===== config.mk =====
export PLATFORM = sky130hd
export DESIGN_NAME = ps2_mouse_tracker
export DESIGN_NICKNAME = d
export VERILOG_FILES = /design/src/rtl/ps2_mouse_tracker.sv
export SDC_FILE = /design/constraint.sdc
export NUM_CORES = 1
export LEC_CHECK = 0
export ABC_AREA = 0
export CAP_MARGIN = 20
export CORE_UTILIZATION = 60
export CTS_BUF_LIST = sky130_fd_sc_hd__clkbuf_8
export DETAILED_ROUTE_END_ITERATION = 10
export PLACE_DENSITY_LB_ADDON = 0.2
export SLEW_MARGIN = 20
export SYNTH_ARGS = -nofsm -noshare
export SYNTH_HDL_FRONTEND = slang
export SYNTH_SLANG_ARGS = --single-unit

===== constraint.sdc =====
create_clock -name clk_in -period 9.45 [get_ports clk_in]
set_clock_uncertainty 0.2 [all_clocks]
set_input_delay 2.835 -clock clk_in [delete_from_list [all_inputs] [get_ports clk_in]]
set_output_delay 2.835 -clock clk_in [all_outputs]
set_load 0.05 [all_outputs]

===== src/rtl/ps2_mouse_tracker.sv =====
`default_nettype none
// +--------------------------------------------------------------------------+
// | Module : ps2_mouse_tracker                                               |
// | Brief  : PS/2 mouse receiver, 3-byte packet assembler, clamped cursor.   |
// | Rev    : 1.0  initial release                                            |
// +--------------------------------------------------------------------------+
module ps2_mouse_tracker #(
    parameter int CANVAS_WIDTH   = 360,
    parameter int CANVAS_HEIGHT  = 720,
    parameter int INIT_X         = 180,
    parameter int INIT_Y         = 360,
    parameter int SPEED_SHIFT    = 0,
    parameter int INVERT_Y       = 0,
    parameter int SYNC_STAGES    = 2,
    parameter int TIMEOUT_CYCLES = 100000
) (
    input  logic                             clk_in,
    input  logic                             rst_n_in,
    input  logic                             clk_ps2_raw,
    input  logic                             ps2_data,
    input  logic                             recenter_in,
    output logic [$clog2(CANVAS_WIDTH)-1:0]  mouse_x,
    output logic [$clog2(CANVAS_HEIGHT)-1:0] mouse_y,
    output logic [2:0]                       buttons,
    output logic                             left_click,
    output logic                             right_click,
    output logic                             packet_valid,
    output logic                             frame_err
);

    localparam int c_x_w  = $clog2(CANVAS_WIDTH);
    localparam int c_y_w  = $clog2(CANVAS_HEIGHT);
    // Never narrower than 11 bits so a -256/+256 delta always fits.
    localparam int c_xs_w = (c_x_w + 2 > 11) ? c_x_w + 2 : 11;
    localparam int c_ys_w = (c_y_w + 2 > 11) ? c_y_w + 2 : 11;
    localparam int c_to_w = ($clog2(TIMEOUT_CYCLES) > 1) ? $clog2(TIMEOUT_CYCLES) : 1;

    localparam logic signed [c_xs_w-1:0] c_x_max  = c_xs_w'(CANVAS_WIDTH - 1);
    localparam logic signed [c_ys_w-1:0] c_y_max  = c_ys_w'(CANVAS_HEIGHT - 1);
    localparam logic [c_x_w-1:0]         c_init_x = c_x_w'(INIT_X);
    localparam logic [c_y_w-1:0]         c_init_y = c_y_w'(INIT_Y);
    localparam logic [c_to_w-1:0]        c_to_max = c_to_w'(TIMEOUT_CYCLES - 1);

    typedef enum logic [1:0] {
        ST_IDLE   = 2'd0,
        ST_DATA   = 2'd1,
        ST_PARITY = 2'd2,
        ST_STOP   = 2'd3
    } state_t;

    state_t                   state_q, state_d;
    logic [SYNC_STAGES-1:0]   clk_sync_q, clk_sync_d;
    logic [SYNC_STAGES-1:0]   data_sync_q, data_sync_d;
    logic                     clk_prev_q, clk_prev_d;
    logic [2:0]               bit_cnt_q, bit_cnt_d;
    logic [7:0]               shift_q, shift_d;
    logic [1:0]               byte_idx_q, byte_idx_d;
    logic [6:0]               hdr_q, hdr_d;
    logic [7:0]               xmag_q, xmag_d;
    logic [c_to_w-1:0]        to_cnt_q, to_cnt_d;
    logic [c_x_w-1:0]         mouse_x_q, mouse_x_d;
    logic [c_y_w-1:0]         mouse_y_q, mouse_y_d;
    logic [2:0]               buttons_q, buttons_d;
    logic                     lclick_q, lclick_d;
    logic                     rclick_q, rclick_d;
    logic                     pvalid_q, pvalid_d;
    logic                     ferr_q, ferr_d;

    logic                     w_clk_s;
    logic                     w_bit;
    logic                     w_fall;
    logic                     w_pkt_done;
    logic signed [8:0]        w_dx9;
    logic signed [8:0]        w_dy9;
    logic signed [c_xs_w-1:0] w_dx;
    logic signed [c_ys_w-1:0] w_dy;
    logic signed [c_xs_w-1:0] w_sum_x;
    logic signed [c_ys_w-1:0] w_sum_y;
    logic [c_x_w-1:0]         w_new_x;
    logic [c_y_w-1:0]         w_new_y;

    // hdr_q layout: {Yovf, Xovf, Ysign, Xsign, M, R, L}
    function automatic logic signed [8:0] decode_delta(input logic sgn, input logic ovf,
                                                       input logic [7:0] mag);
        logic signed [8:0] d;
        if (ovf) d = sgn ? $signed(9'h100) : $signed(9'h0FF);
        else     d = $signed({sgn, mag});
        return d >>> SPEED_SHIFT;
    endfunction

    assign w_clk_s = clk_sync_q[SYNC_STAGES-1];
    assign w_bit   = data_sync_q[SYNC_STAGES-1];
    assign w_fall  = clk_prev_q & ~w_clk_s;

    always_comb begin
        w_dx9   = decode_delta(hdr_q[3], hdr_q[5], xmag_q);
        w_dy9   = decode_delta(hdr_q[4], hdr_q[6], shift_q);
        w_dx    = {{(c_xs_w-9){w_dx9[8]}}, w_dx9};
        w_dy    = {{(c_ys_w-9){w_dy9[8]}}, w_dy9};
        if (INVERT_Y != 0) w_dy = -w_dy;
        w_sum_x = $signed({{(c_xs_w-c_x_w){1'b0}}, mouse_x_q}) + w_dx;
        w_sum_y = $signed({{(c_ys_w-c_y_w){1'b0}}, mouse_y_q}) + w_dy;
        if (w_sum_x < 0)             w_new_x = '0;
        else if (w_sum_x > c_x_max)  w_new_x = c_x_max[c_x_w-1:0];
        else                         w_new_x = w_sum_x[c_x_w-1:0];
        if (w_sum_y < 0)             w_new_y = '0;
        else if (w_sum_y > c_y_max)  w_new_y = c_y_max[c_y_w-1:0];
        else                         w_new_y = w_sum_y[c_y_w-1:0];
    end

    always_comb begin
        clk_sync_d  = {clk_sync_q[SYNC_STAGES-2:0], clk_ps2_raw};
        data_sync_d = {data_sync_q[SYNC_STAGES-2:0], ps2_data};
        clk_prev_d  = w_clk_s;
        state_d     = state_q;
        bit_cnt_d   = bit_cnt_q;
        shift_d     = shift_q;
        byte_idx_d  = byte_idx_q;
        hdr_d       = hdr_q;
        xmag_d      = xmag_q;
        to_cnt_d    = to_cnt_q;
        mouse_x_d   = mouse_x_q;
        mouse_y_d   = mouse_y_q;
        buttons_d   = buttons_q;
        lclick_d    = 1'b0;
        rclick_d    = 1'b0;
        pvalid_d    = 1'b0;
        ferr_d      = 1'b0;
        w_pkt_done  = 1'b0;

        if (w_fall) begin
            to_cnt_d = '0;
            case (state_q)
                ST_IDLE: begin
                    if (!w_bit) begin
                        state_d   = ST_DATA;
                        bit_cnt_d = 3'd0;
                    end
                end
                ST_DATA: begin
                    shift_d   = {w_bit, shift_q[7:1]};
                    bit_cnt_d = bit_cnt_q + 3'd1;
                    if (bit_cnt_q == 3'd7) state_d = ST_PARITY;
                end
                ST_PARITY: begin
                    if (^{shift_q, w_bit}) begin
                        state_d = ST_STOP;
                    end else begin
                        state_d    = ST_IDLE;
                        byte_idx_d = 2'd0;
                        ferr_d     = 1'b1;
                    end
                end
                default: begin
                    state_d = ST_IDLE;
                    if (!w_bit) begin
                        byte_idx_d = 2'd0;
                        ferr_d     = 1'b1;
                    end else begin
                        case (byte_idx_q)
                            2'd0: begin
                                // Bit 3 is always set in a header; otherwise resync.
                                if (shift_q[3]) begin
                                    hdr_d      = {shift_q[7:4], shift_q[2:0]};
                                    byte_idx_d = 2'd1;
                                end
                            end
                            2'd1: begin
                                xmag_d     = shift_q;
                                byte_idx_d = 2'd2;
                            end
                            default: begin
                                byte_idx_d = 2'd0;
                                w_pkt_done = 1'b1;
                            end
                        endcase
                    end
                end
            endcase
        end else if (state_q != ST_IDLE || byte_idx_q != 2'd0) begin
            if (to_cnt_q == c_to_max) begin
                state_d    = ST_IDLE;
                byte_idx_d = 2'd0;
                to_cnt_d   = '0;
                ferr_d     = 1'b1;
            end else begin
                to_cnt_d = to_cnt_q + c_to_w'(1);
            end
        end else begin
            to_cnt_d = '0;
        end

        if (w_pkt_done) begin
            mouse_x_d = w_new_x;
            mouse_y_d = w_new_y;
            buttons_d = hdr_q[2:0];
            lclick_d  = hdr_q[0] & ~buttons_q[0];
            rclick_d  = hdr_q[1] & ~buttons_q[1];
            pvalid_d  = 1'b1;
        end
        if (recenter_in) begin
            mouse_x_d = c_init_x;
            mouse_y_d = c_init_y;
        end
    end

    always_ff @(posedge clk_in or negedge rst_n_in) begin
        if (!rst_n_in) begin
            clk_sync_q  <= '1;
            data_sync_q <= '1;
            clk_prev_q  <= 1'b1;
            state_q     <= ST_IDLE;
            bit_cnt_q   <= 3'd0;
            shift_q     <= 8'd0;
            byte_idx_q  <= 2'd0;
            hdr_q       <= 7'd0;
            xmag_q      <= 8'd0;
            to_cnt_q    <= '0;
            mouse_x_q   <= c_init_x;
            mouse_y_q   <= c_init_y;
            buttons_q   <= 3'd0;
            lclick_q    <= 1'b0;
            rclick_q    <= 1'b0;
            pvalid_q    <= 1'b0;
            ferr_q      <= 1'b0;
        end else begin
            clk_sync_q  <= clk_sync_d;
            data_sync_q <= data_sync_d;
            clk_prev_q  <= clk_prev_d;
            state_q     <= state_d;
            bit_cnt_q   <= bit_cnt_d;
            shift_q     <= shift_d;
            byte_idx_q  <= byte_idx_d;
            hdr_q       <= hdr_d;
            xmag_q      <= xmag_d;
            to_cnt_q    <= to_cnt_d;
            mouse_x_q   <= mouse_x_d;
            mouse_y_q   <= mouse_y_d;
            buttons_q   <= buttons_d;
            lclick_q    <= lclick_d;
            rclick_q    <= rclick_d;
            pvalid_q    <= pvalid_d;
            ferr_q      <= ferr_d;
        end
    end

    assign mouse_x      = mouse_x_q;
    assign mouse_y      = mouse_y_q;
    assign buttons      = buttons_q;
    assign left_click   = lclick_q;
    assign right_click  = rclick_q;
    assign packet_valid = pvalid_q;
    assign frame_err    = ferr_q;

endmodule
`default_nettype wire

======== Yosys cells after proc, flatten, opt, wreduce, memory -nomap -nowiden ========
Cells that the tools add are included.
word-level totals
  output and inout bits ................... 26
  register bits after elaboration ......... 78
operators by class
  eq/ne operators ......................... 11
  multiplexer cells ....................... 43
  reduce and logical (&&, ||, !) cells .... 19
  add/subtract/negate cells ............... 4
  order comparisons ....................... 4
  bitwise operators ....................... 7
operators with widths
  cell                     count
  $mux W9                  8
  $mux W17                 3
  $mux W10                 4
  $mux W2                  10
  $add A17 B1 Y17 const B  1
  $eq A17 B17 Y1 const B   1
  $add A11 B9 Y12          1
  $gt A12 B11 Y1 const B   1
  $lt A12 B1 Y1 const B    1
  $mux W1                  12
  $reduce_bool A2 Y1       6
  $add A10 B9 Y11          1
  $gt A11 B10 Y1 const B   1
  $lt A11 B1 Y1 const B    1
  $reduce_and A5 Y1        2
  $ne A3 B3 Y1 const B     3
  $reduce_xor A9 Y1        1
  $pmux W2 S2              2
  $reduce_and A4 Y1        2
  $pmux W2 S3              1
  $pmux W3 S2              1
  $ne A5 B4 Y1 const B     1
  $eq A2 B1 Y1 const B     2
  $logic_not A2 Y1         2
  13 further kinds         20

======== Logic depth before layout (Yosys ltp) ========
Gate-level depths: netlist of run 1.
  depth in word-level cells ............... 8
  mapped depth ............................ 13
  depth with buffers taken out ............ 12

======== Least setup slack after synthesis of run 1 ========
Ideal clock, no wire load.
  kind .................................... in2reg
  start ................................... input recenter_in
  end ..................................... register mouse_x_q[3], in the netlist mouse_x[3]
  slack ................................... 5.553 ns
  data required time ...................... 9.129 ns
  stages on the path ...................... 5
  setup time .............................. 0.121 ns
  path buffers ............................ 1
  arrival ................................. 3.576 ns
  path through ............................ clkbuf_1 > inv_1 > nand2_1 > nor2_1 > a32o_2
between the ends
  cells in the longest elaborated chain, start to end .. 1
  elaborated cells between the ends (all ways) .. 2
  those cells by class .................... 1 x mux; 1 x reduce/logical
RTL lines
  element                                        RTL line  text
  start: declaration                             21        input logic recenter_in,
  $mux W9 or $reduce_bool A2 Y1 (tied branches)  n/a
  end signal: assignment                         219       mouse_x_q <= c_init_x;
  end signal: assignment                         237       mouse_x_q <= mouse_x_d;
  end: declaration                               61        logic [c_x_w-1:0] mouse_x_q, mouse_x_d;
Several ways; a longest one is shown, not always the timed one.
A chain may end at the register's enable or synchronous reset.

======== Final worst setup path of run 1 ========
  start ................................... register mouse_y_q[3], in the netlist mouse_y[3]
  end ..................................... output mouse_y[3]
RTL lines
  element                   RTL line  text
  start: declaration        62        logic [c_y_w-1:0] mouse_y_q, mouse_y_d;
  start signal: assignment  220       mouse_y_q <= c_init_y;
  start signal: assignment  238       mouse_y_q <= mouse_y_d;
  end: declaration          23        output logic [$clog2(CANVAS_HEIGHT)-1:0] mouse_y,
No word-level cell between the ends.

==> reports/results.ini, run 1 <==
[drt]
routedWlPerCell_um=15.8
drc=0
viasPerCell=5.92
via_count=3516
firstDrtPassIters=4
first_iter_violations=206
wirelength_um=9410
postRouteAntennaNets=0

[timing]
final_hold_viol_count=0
slew_violations=0
slew_headroom=0.345
worst_pin_slew_ps=982
fmax_ghz=0.211
fin_crit_ps=4750
timing.final.crit_share=0.502
holdWs_ps=150
fin_tns_setup_ps=0
setup_viol=0
rsz0062_at_grt=false

[logic_synthesis]
syn_area_per_cell_um2=9.86
synth_top_area_frac=0.358
ys_ff_latch=78
yosys.cell_types.count=66
syn-cell-area_um2=4550
yosysMostFrequentCell=dfrtp_1
synthCells=461
synth_common_cells=dfrtp_1 (65), nand2_1 (42), nor2_1 (33), a21oi_1 (24), ha_1 (24)
synthArstFlopShare=1.00
synth.area.top_cells=dfrtp_1 (36%), dfstp_2 (7.5%), ha_1 (6.6%)
ys_seq_area_frac=0.433
ys_dominant_reg_cell=dfrtp_1
synth_edf_count=0
synth_top_cell_by_area=dfrtp_1
synthesis.nets=492
ys.warnings.count=0

[run_status]
status=complete, no violations

[cells_and_area]
layout-drive-gt1-share=0.131
layout.cells.non_filler=594
n_antenna_cell=0
nNetsFinal=521
multi_input_area_um2=2430
ff_latch_area_um2=1970
n_fill_cell=559
syn_to_final_growth_pct=13.0

[power_and_ir_drop]
power_frac_seq=0.423
finalPower_uw=914
p_int_uw=628
power.switching_uw=285
power.share.clock=0.305
switching_share=0.312
combPwrFrac=0.273
pwr_density_cell_nw_per_um2=178
ir_drop_mv=0.138
p_leak_uw=0.00230

[floorplanning]
core_area_um2=7290
num_rows=31
dieArea_um2=7930
initial_core_util=0.623
top_level_ports=31
die_w_um=89.0
die_h_um=89.0

[worst_setup_path]
cp_data_arrival_time_ps=1710
endpoint_kind=primary output
crit_slowest_cell=clkdlybuf4s50_1
worstPathCellList=clkdlybuf4s50_1
cp_top_family=buffers and inverters
required_ps=6420
cpPeakStageDelay_ps=800
crit_fanout=3
crit_type=register to primary output
crit_buf_inv=1
reg2reg_slack_ps=5750
startpoint_type=register

[placed_design]
dp_cells=578
numPortBuffers=30
post-dp-hpwl_um=6800
gp_congestion=0.832

[clock_tree]
cts_resized=0
post_cts_buffers=0
cts-root-buf=clkbuf_8
cts_hold_buf=0
cts_max_level=3
cts_tree=yes
clk_pin_slew_ps=90
cts.sinks=78
cts_buffers=9
clk_path_buf_depth=2
clkLatencyLatePin_ps=350

[grt]
global_route.usage.total=0.259
first_global_vias=3266
grt_pass1_wl_um=15600
grt_max_degree=79
grt-ovfl-total=0
antenna_found_initial=0

[hold_path]
hold_class=register to register

[run]
maxCapViolCount=0

==> registers in the layout, indices dropped and copies added, names as in the netlist, 2 cells and up <==
| register | flops |
|---|---|
| bit_cnt_q | 3 |
| buttons | 3 |
| byte_idx_q | 2 |
| clk_sync_q | 2 |
| data_sync_q | 2 |
| hdr_q | 7 |
| mouse_x | 9 |
| mouse_y | 10 |
| shift_q | 8 |
| state_q | 2 |
| to_cnt_q | 17 |
| xmag_q | 8 |
==> cells by family (layout without fill, tap and decap cells) <==
kind of cell / after synthesis / after routing / share of synthesized area
AND/OR/NAND/NOR: 151 / 151 / 0.164
AO/OA/AOI/OAI: 116 / 116 / 0.177
flip-flops: 78 / 78 / 0.433
buffers and inverters: 36 / 70 / 0.0322
XOR/XNOR: 32 / 32 / 0.0647
adder cells (fa/ha/maj): 26 / 26 / 0.0749
multiplexers: 22 / 22 / 0.0542
==> metal layers <==
layer  up-vias  global-route usage  wire (um)
li1       1710                   -          -
met1      1738               0.359       4570
met2        59               0.415       4370
met3         9              0.0517        359
met4         0              0.0750        116
met5         -                   0          0
==> layout make-up <==
type,count,area share
clock inverter,6,0.0168
sequential,78,0.383
inverter,24,0.0175
timing repair buffer,30,0.0580
tap,99,0.0241
clock buffer,10,0.0268
multi-input combinational,347,0.473
==> metrics by stage <==
stage,cell area (um2),setup WS (ps),utilization
after floorplan,4550,5550,-
after global placement,4910,4890,0.673
after detailed placement,4910,4820,0.673
after CTS,5130,4690,0.704
after global routing,5130,4680,0.704
final,5130,4700,0.704
==> layout by cell type, fill, tap and decap left out, types with 2 or more instances in the layout <==
cell type	instances
ha_1	24
nor4_1	2
clkinv_4	2
o21ai_0	19
nor3_1	18
nand4_1	3
o21bai_1	4
a21o_1	7
nand3b_1	3
dfrtp_1	65
xor2_1	17
clkdlybuf4s50_1	29
a211oi_1	4
nor2b_1	2
nor3b_1	2
or3_1	6
a211o_1	2
a31o_2	2
o21ai_1	9
o21a_1	8
or2_1	3
mux2_2	21
nand3_1	14
fa_1	2
nand2_1	42
bufinv_16	2
clkbuf_8	10
nand2b_1	9
o31ai_1	6
a22o_1	8
nor2_1	33
a221o_1	2
o211ai_1	5
dfstp_2	13
inv_1	24
a21oi_1	24
and3_1	4
xnor2_1	14
==> power groups by stage <==
stage	Sequential, uW	Combinational [uW]	Clock [uW]
CTS	386	249	282
finish	386	249	278
global placement	392	241	0
floorplan	378	206	0
detailed placement	393	248	0
global route	391	278	295
==> worst paths after layout <==
path	startpoint	end	depth (start not counted)
setup reg to reg	hdr_q[3]$_DFFE_PN0P_	mouse_x[3]$_DFFE_PN0P_	11
min in group asynchronous	rst_n_in	mouse_x[6]$_DFFE_PN0P_	1
hold / removal	data_sync_q[0]$_DFF_PN1_	data_sync_q[1]$_DFF_PN1_	0
hold reg to reg	data_sync_q[0]$_DFF_PN1_	data_sync_q[1]$_DFF_PN1_	0
setup / recovery	mouse_y[3]$_DFFE_PN1P_	mouse_y[3]	1
max in group asynchronous	rst_n_in	to_cnt_q[15]$_DFF_PN0_	1
No activity file was read; power rests on OpenSTA's default activity.
==> run 2: changes to the inputs <==
--- a/config.mk
+++ b/config.mk
@@ -7,7 +7,7 @@
 export LEC_CHECK = 0
 export ABC_AREA = 0
 export CAP_MARGIN = 20
-export CORE_UTILIZATION = 60
+export CORE_UTILIZATION = 55
 export CTS_BUF_LIST = sky130_fd_sc_hd__clkbuf_8
 export DETAILED_ROUTE_END_ITERATION = 10
 export PLACE_DENSITY_LB_ADDON = 0.2
==> constraint.sdc (replaced) <==
create_clock -name clk_in -period 4.1 [get_ports clk_in]
set_clock_uncertainty 0.2 [all_clocks]
set_input_delay 1.23 -clock clk_in [delete_from_list [all_inputs] [get_ports clk_in]]
set_output_delay 1.23 -clock clk_in [all_outputs]
set_load 0.05 [all_outputs]
==> run 2 against run 1 <==
  * Register-to-register slack worse by 5300 ps
  * Via count decreased by 0.63%
  * Core utilization down 5.1 points
  * Die area up 8.9%
  * Routed wire length is 2.4% higher
  * Global-route usage decreased by 1.1 points
  * Design area fell by 0.15%
  * Setup slack worse by 4200 ps
  * Combinational power grew 140%
  * Worst hold slack improved by 10 ps
  * Critical path depth increased by 10
  * Sequential power increased by 130%
  * Critical path type is now register to register
  * Highest routed layer unchanged
==> reports/results.ini, run 2 (synthesized netlist as in run 1, its figures left out) <==
[worst_setup_path]
cp_data_arrival_time_ps=3690  ; +1980 ps
crit_slowest_cell=or4_4
worstPathCellList=nand2b_1 -> o21ai_0 -> ha_1 -> inv_1 -> fa_1 -> nand2b_1 -> a21o_1 -> a221o_2 -> or4_4 -> and2_4 -> a32o_2
path_common_cell=nand2b_1
crit_type=register to register
endpoint_kind=register
crit_fanout=11  ; +8
cpPeakStageDelay_ps=550  ; -250 ps
crit_buf_inv=1  ; unchanged
cp_top_family=simple AND/OR/NAND/NOR gates
startpoint_type=register
required_ps=4150  ; -2270 ps

[run]
maxCapViolCount=0  ; unchanged

[timing]
slew_violations=0  ; unchanged
timing.final.crit_share=0.887
rsz0062_at_grt=false
fmax_ghz=0.275
fin_crit_ps=3640
worst_pin_slew_ps=978  ; -3.58 ps
setup_viol=0  ; unchanged
holdWs_ps=160  ; +10.3 ps
final_hold_viol_count=0  ; unchanged
slew_headroom=0.348  ; +0.00238
fin_tns_setup_ps=0  ; unchanged

[placed_design]
gp_congestion=0.954  ; +15%
post-dp-hpwl_um=6910  ; +1.7%
dp_cells=585  ; +1.2%
placed_area_um2=4940  ; +0.69%
numPortBuffers=30  ; unchanged

[cells_and_area]
largest_reg_flops=17  ; unchanged
layout_commonest_cell=dfrtp_1
design_area_um2=5130  ; -0.15%
final_cell_mix=dfrtp_1 (65), nand2_1 (42), nor2_1 (33), clkdlybuf4s50_1 (29)
syn_to_final_growth_pct=12.8
nNetsFinal=525  ; +0.77%
max_flop_register=to_cnt_q
n_antenna_cell=0  ; unchanged
layout-drive-gt1-share=0.140  ; +0.00897
layout.cells.non_filler=601  ; +1.2%

[drt]
first_iter_violations=91  ; -56%
firstDrtPassIters=4  ; unchanged
via_count=3494  ; -0.63%
wl_met1_um=4770  ; +4.3%
viasPerCell=5.81  ; -1.8%
wl_met3_um=238  ; -34%
routedWlPerCell_um=16.0  ; +1.2%
drc=0  ; unchanged
highest_layer=met4
wirelength_um=9640  ; +2.4%
postRouteAntennaNets=0  ; unchanged
met2_length_um=4450  ; +1.8%

[clock_tree]
clkLatencyLatePin_ps=360  ; about the same
cts_max_level=3  ; unchanged
clk_pin_slew_ps=90  ; about the same
cts_tree=yes
cts-root-buf=clkbuf_8
clk_path_buf_depth=2  ; unchanged
post_cts_buffers=0  ; unchanged
cts_buffers=9  ; unchanged
cts_hold_buf=0  ; unchanged
cts.sinks=78  ; unchanged
cts_resized=0  ; unchanged

[power_and_ir_drop]
finalPower_uw=2030  ; +120%
ir_drop_mv=0.310  ; +120%
p_leak_uw=0.00230  ; -0.26%
pwr_density_cell_nw_per_um2=395  ; +120%

[floorplanning]
die_h_um=92.9  ; +4.3%
num_rows=32  ; +3.2%
dieArea_um2=8630  ; +8.9%
core_area_um2=7850  ; +7.6%
die_w_um=92.9  ; +4.3%
initial_core_util=0.579  ; -0.0441
top_level_ports=31  ; unchanged

[grt]
global_route.usage.total=0.248  ; -0.0110
grt_pass1_wl_um=16700  ; +7.3%
grt_max_degree=79  ; unchanged
grt-ovfl-total=0  ; unchanged
antenna_found_initial=0  ; unchanged
first_global_vias=3577  ; +9.5%

[run_status]
status=complete, no violations

[hold_path]
hold_class=register to register

[run 2: cell count changes in the layout (fill, tap and decap cells not counted), sizes merged]
cell,change
clkinvlp,+1
clkbuf,-1
clkinv,+1
inv,+1
bufinv,-2
buf,+4
[run 2: power breakdown]
group          internal (uW)  switching [uW]  total [uW]
clock network            228             315         543
registers                816            76.9         893
logic                    274             315         590
[run 2: worst paths after layout]
path	endpoint	from	depth (start not counted)	slack, ps
max in group asynchronous	byte_idx_q[0]$_DFFE_PN0P_	rst_n_in	1	2250
hold reg to reg	clk_sync_q[1]$_DFF_PN1_	clk_sync_q[0]$_DFF_PN1_	0	160
min in group asynchronous	mouse_x[1]$_DFFE_PN0P_	rst_n_in	1	810
setup / recovery	mouse_x[3]$_DFFE_PN0P_	hdr_q[3]$_DFFE_PN0P_	11	460
setup reg to reg	mouse_x[3]$_DFFE_PN0P_	hdr_q[3]$_DFFE_PN0P_	11	460
hold / removal	clk_sync_q[1]$_DFF_PN1_	clk_sync_q[0]$_DFF_PN1_	0	160
[run 2: final cells by class]
type,count,area [um2]
clock buffer,9,124
tap,102,128
clock inverter,7,58.8
multi-input combinational,347,2430
timing repair buffer,34,328
fill,655,2720
sequential,78,1970
inverter,24,90.1
[run 2: metrics by stage]
stage	util	worst slack, ps
2_1_floorplan	-	622
3_3_place_gp	0.630	588
3_5_place_dp	0.630	519
4_1_cts	0.653	504
5_1_grt	0.653	299
6_report	0.653	465
[run 2: per-layer routing]
layer | GRT usage | up-vias
met5 | 0 | -
met2 | 0.390 | 50
li1 | - | 1724
met1 | 0.336 | 1701
met4 | 0.115 | 0
met3 | 0.0369 | 19
==> run 3: changes to the inputs <==
--- a/config.mk
+++ b/config.mk
@@ -10,6 +10,7 @@
 export CORE_UTILIZATION = 55
 export CTS_BUF_LIST = sky130_fd_sc_hd__clkbuf_8
 export DETAILED_ROUTE_END_ITERATION = 10
+export GPL_TIMING_DRIVEN = 0
 export PLACE_DENSITY_LB_ADDON = 0.2
 export SLEW_MARGIN = 20
 export SYNTH_ARGS = -nofsm -noshare
==> run 3 against run 2 <==
  * Setup slack got worse by 190 ps
  * Critical path depth grew 2
  * Largest power group unchanged
  * Sequential share of layout area fell by 0.38 points
  * Core utilization grew 0.65 points
  * Non-clock buffer count up 8
  * Design area up 1.0%
  * Power increased by 2.0%
  * Final cell count grew 1.3%
  * Global-route usage shrank 0.24 points
  * Largest cell class unchanged
==> reports/results.ini, run 3 (synthesized netlist as in run 1, its figures left out) <==
[run_status]
status=complete, no violations

[timing]
fin_crit_ps=3830  ; +191 ps
final_hold_viol_count=0  ; unchanged
slew_headroom=0.613  ; +0.265
setup_viol=0  ; unchanged
fmax_ghz=0.261  ; -5.0%
timing.final.crit_share=0.933  ; +0.0465
worst_pin_slew_ps=580  ; -398 ps
rsz0062_at_grt=false
slew_violations=0  ; unchanged

[cells_and_area]
largest_reg_flops=17  ; unchanged
max_flop_register=to_cnt_q
n_antenna_cell=0  ; unchanged
final_cell_mix=dfrtp_1 (65), nand2_1 (42), nor2_1 (33), clkdlybuf4s50_1 (28)
layout_commonest_cell=dfrtp_1
syn_to_final_growth_pct=13.9
final_util=0.660  ; +0.00654
layout-drive-gt1-share=0.134  ; -0.00616
nNetsFinal=533  ; +1.5%

[worst_setup_path]
endpoint_kind=register
startpoint_type=register
required_ps=4200  ; +50 ps
worstPathCellList=clkbuf_1 -> nand2b_1 -> o21ai_0 -> ha_1 -> inv_1 -> fa_1 -> nand2b_1 -> a21o_1 -> a22oi_2 -> xor2_1 -> or4_4 -> a311oi_1 -> a21o_1
crit_type=register to register
cp_data_arrival_time_ps=3930  ; +240 ps
crit_fanout=9  ; -2
cpPeakStageDelay_ps=580  ; +30 ps
crit_slowest_cell=or4_4

[placed_design]
gp_congestion=0.922  ; -3.3%
post-dp-hpwl_um=7050  ; +2.1%
numPortBuffers=29  ; -3.3%

[grt]
antenna_found_initial=0  ; unchanged
grt_pass1_wl_um=16700  ; -0.29%
grt-ovfl-total=0  ; unchanged
global_route.usage.total=0.245  ; -0.00244
grt_max_degree=41  ; -48%
first_global_vias=3515  ; -1.7%

[power_and_ir_drop]
pwr_density_cell_nw_per_um2=399  ; +1.0%
finalPower_uw=2070  ; +2.0%
power_frac_seq=0.425  ; -0.016
p_int_uw=1380  ; +4.4%
power.share.clock=0.286  ; +0.018
combPwrFrac=0.288  ; -0.003
p_leak_uw=0.00231  ; +0.43%
power.switching_uw=691  ; -2.3%
switching_share=0.334  ; -0.0150
ir_drop_mv=0.240  ; -22%

[drt]
first_iter_violations=172  ; +89%
firstDrtPassIters=4  ; unchanged
drc=0  ; unchanged
wirelength_um=9690  ; +0.54%
via_count=3535  ; +1.2%
routedWlPerCell_um=15.9  ; -0.78%
viasPerCell=5.80  ; -0.16%
postRouteAntennaNets=0  ; unchanged

[floorplanning]
die_w_um=92.9  ; unchanged
num_rows=32  ; unchanged
top_level_ports=31  ; unchanged
die_h_um=92.9  ; unchanged
initial_core_util=0.579  ; unchanged
core_area_um2=7850  ; unchanged
dieArea_um2=8630  ; unchanged

[clock_tree]
cts_max_level=3  ; unchanged
cts_resized=0  ; unchanged
cts_hold_buf=0  ; unchanged
cts.sinks=78  ; unchanged
cts_tree=yes
clk_pin_slew_ps=90  ; about the same
clk_path_buf_depth=2  ; unchanged
cts_buffers=9  ; unchanged
post_cts_buffers=0  ; unchanged
cts-root-buf=clkbuf_8
clkLatencyLatePin_ps=360  ; about the same

[run]
maxCapViolCount=0  ; unchanged

[hold_path]
hold_class=register to register

## run 3: cell types whose count changed in the layout (fill, tap and decap cells not counted), moves of 2 or more
cell | previous run | this run
clkinv_4 | 3 | 1
clkinvlp_4 | 1 | 3
clkbuf_1 | 0 | 10
buf_4 | 5 | 1
## run 3: path summary, 6_finish.rpt
kind / startpoint / end / slack, ps / cells past startpoint
worst max-delay path: hdr_q[3]$_DFFE_PN0P_ / mouse_x[1]$_DFFE_PN0P_ / 270 / 13
worst min-delay path: data_sync_q[0]$_DFF_PN1_ / data_sync_q[1]$_DFF_PN1_ / 160 / 0
worst max register to register: hdr_q[3]$_DFFE_PN0P_ / mouse_x[1]$_DFFE_PN0P_ / 270 / 13
worst min register to register: data_sync_q[0]$_DFF_PN1_ / data_sync_q[1]$_DFF_PN1_ / 160 / 0
max in group asynchronous: rst_n_in / clk_prev_q$_DFF_PN1_ / 2420 / 2
min in group asynchronous: rst_n_in / mouse_x[6]$_DFFE_PN0P_ / 630 / 1
## run 3: final cells by class
type / count / area (um2)
Buffer: 12 / 56.3
Clock buffer: 9 / 124
Clock inverter: 7 / 73.8
Fill cell: 666 / 2670
Inverter: 24 / 90.1
Multi-Input combinational cell: 347 / 2430
Sequential cell: 78 / 1970
Tap cell: 102 / 128
Timing Repair Buffer: 30 / 308
## run 3: power groups by stage
stage                     sequential [uW]  combinational, uW  clock [uW]
after floorplan                       871                476           0
after global placement                893                573           0
after detailed placement              894                594           0
after CTS                             879                598         595
after global routing                  889                662         627
final                                 879                596         592
## run 3: stage by stage
step | hold slack [ps] | TNS (ps) | setup WS, ps | std cells | area (um2)
after CTS | 161 | 0 | 289 | 609 | 5180
after global routing | 166 | 0 | 32.8 | 609 | 5180
final | 159 | 0 | 274 | 609 | 5180
after detailed placement | 148 | 0 | 305 | 593 | 4980
after floorplan | 145 | 0 | 622 | 461 | 4550
after global placement | 146 | -77080 | -1140 | 592 | 4960
## run 3: layer usage
layer / routed length, um / part of all wire / vias up / track usage
met5: 0 / 0 / - / 0
met4: 205 / 0.021 / 0 / 0.0987
met3: 298 / 0.031 / 16 / 0.0345
met2: 4550 / 0.47 / 62 / 0.390
met1: 4640 / 0.48 / 1724 / 0.338
li1: - / - / 1733 / -
## run 3: worst max-delay path, delay by kind of cell (launching register included)
family / cells / cell delay [ps]
AND/OR/NAND/NOR: 3 / 1050
flip-flops: 1 / 400
buffers and inverters: 2 / 290
adder cells (fa/ha/maj): 2 / 630
XOR/XNOR: 1 / 150
AO/OA/AOI/OAI: 5 / 1060
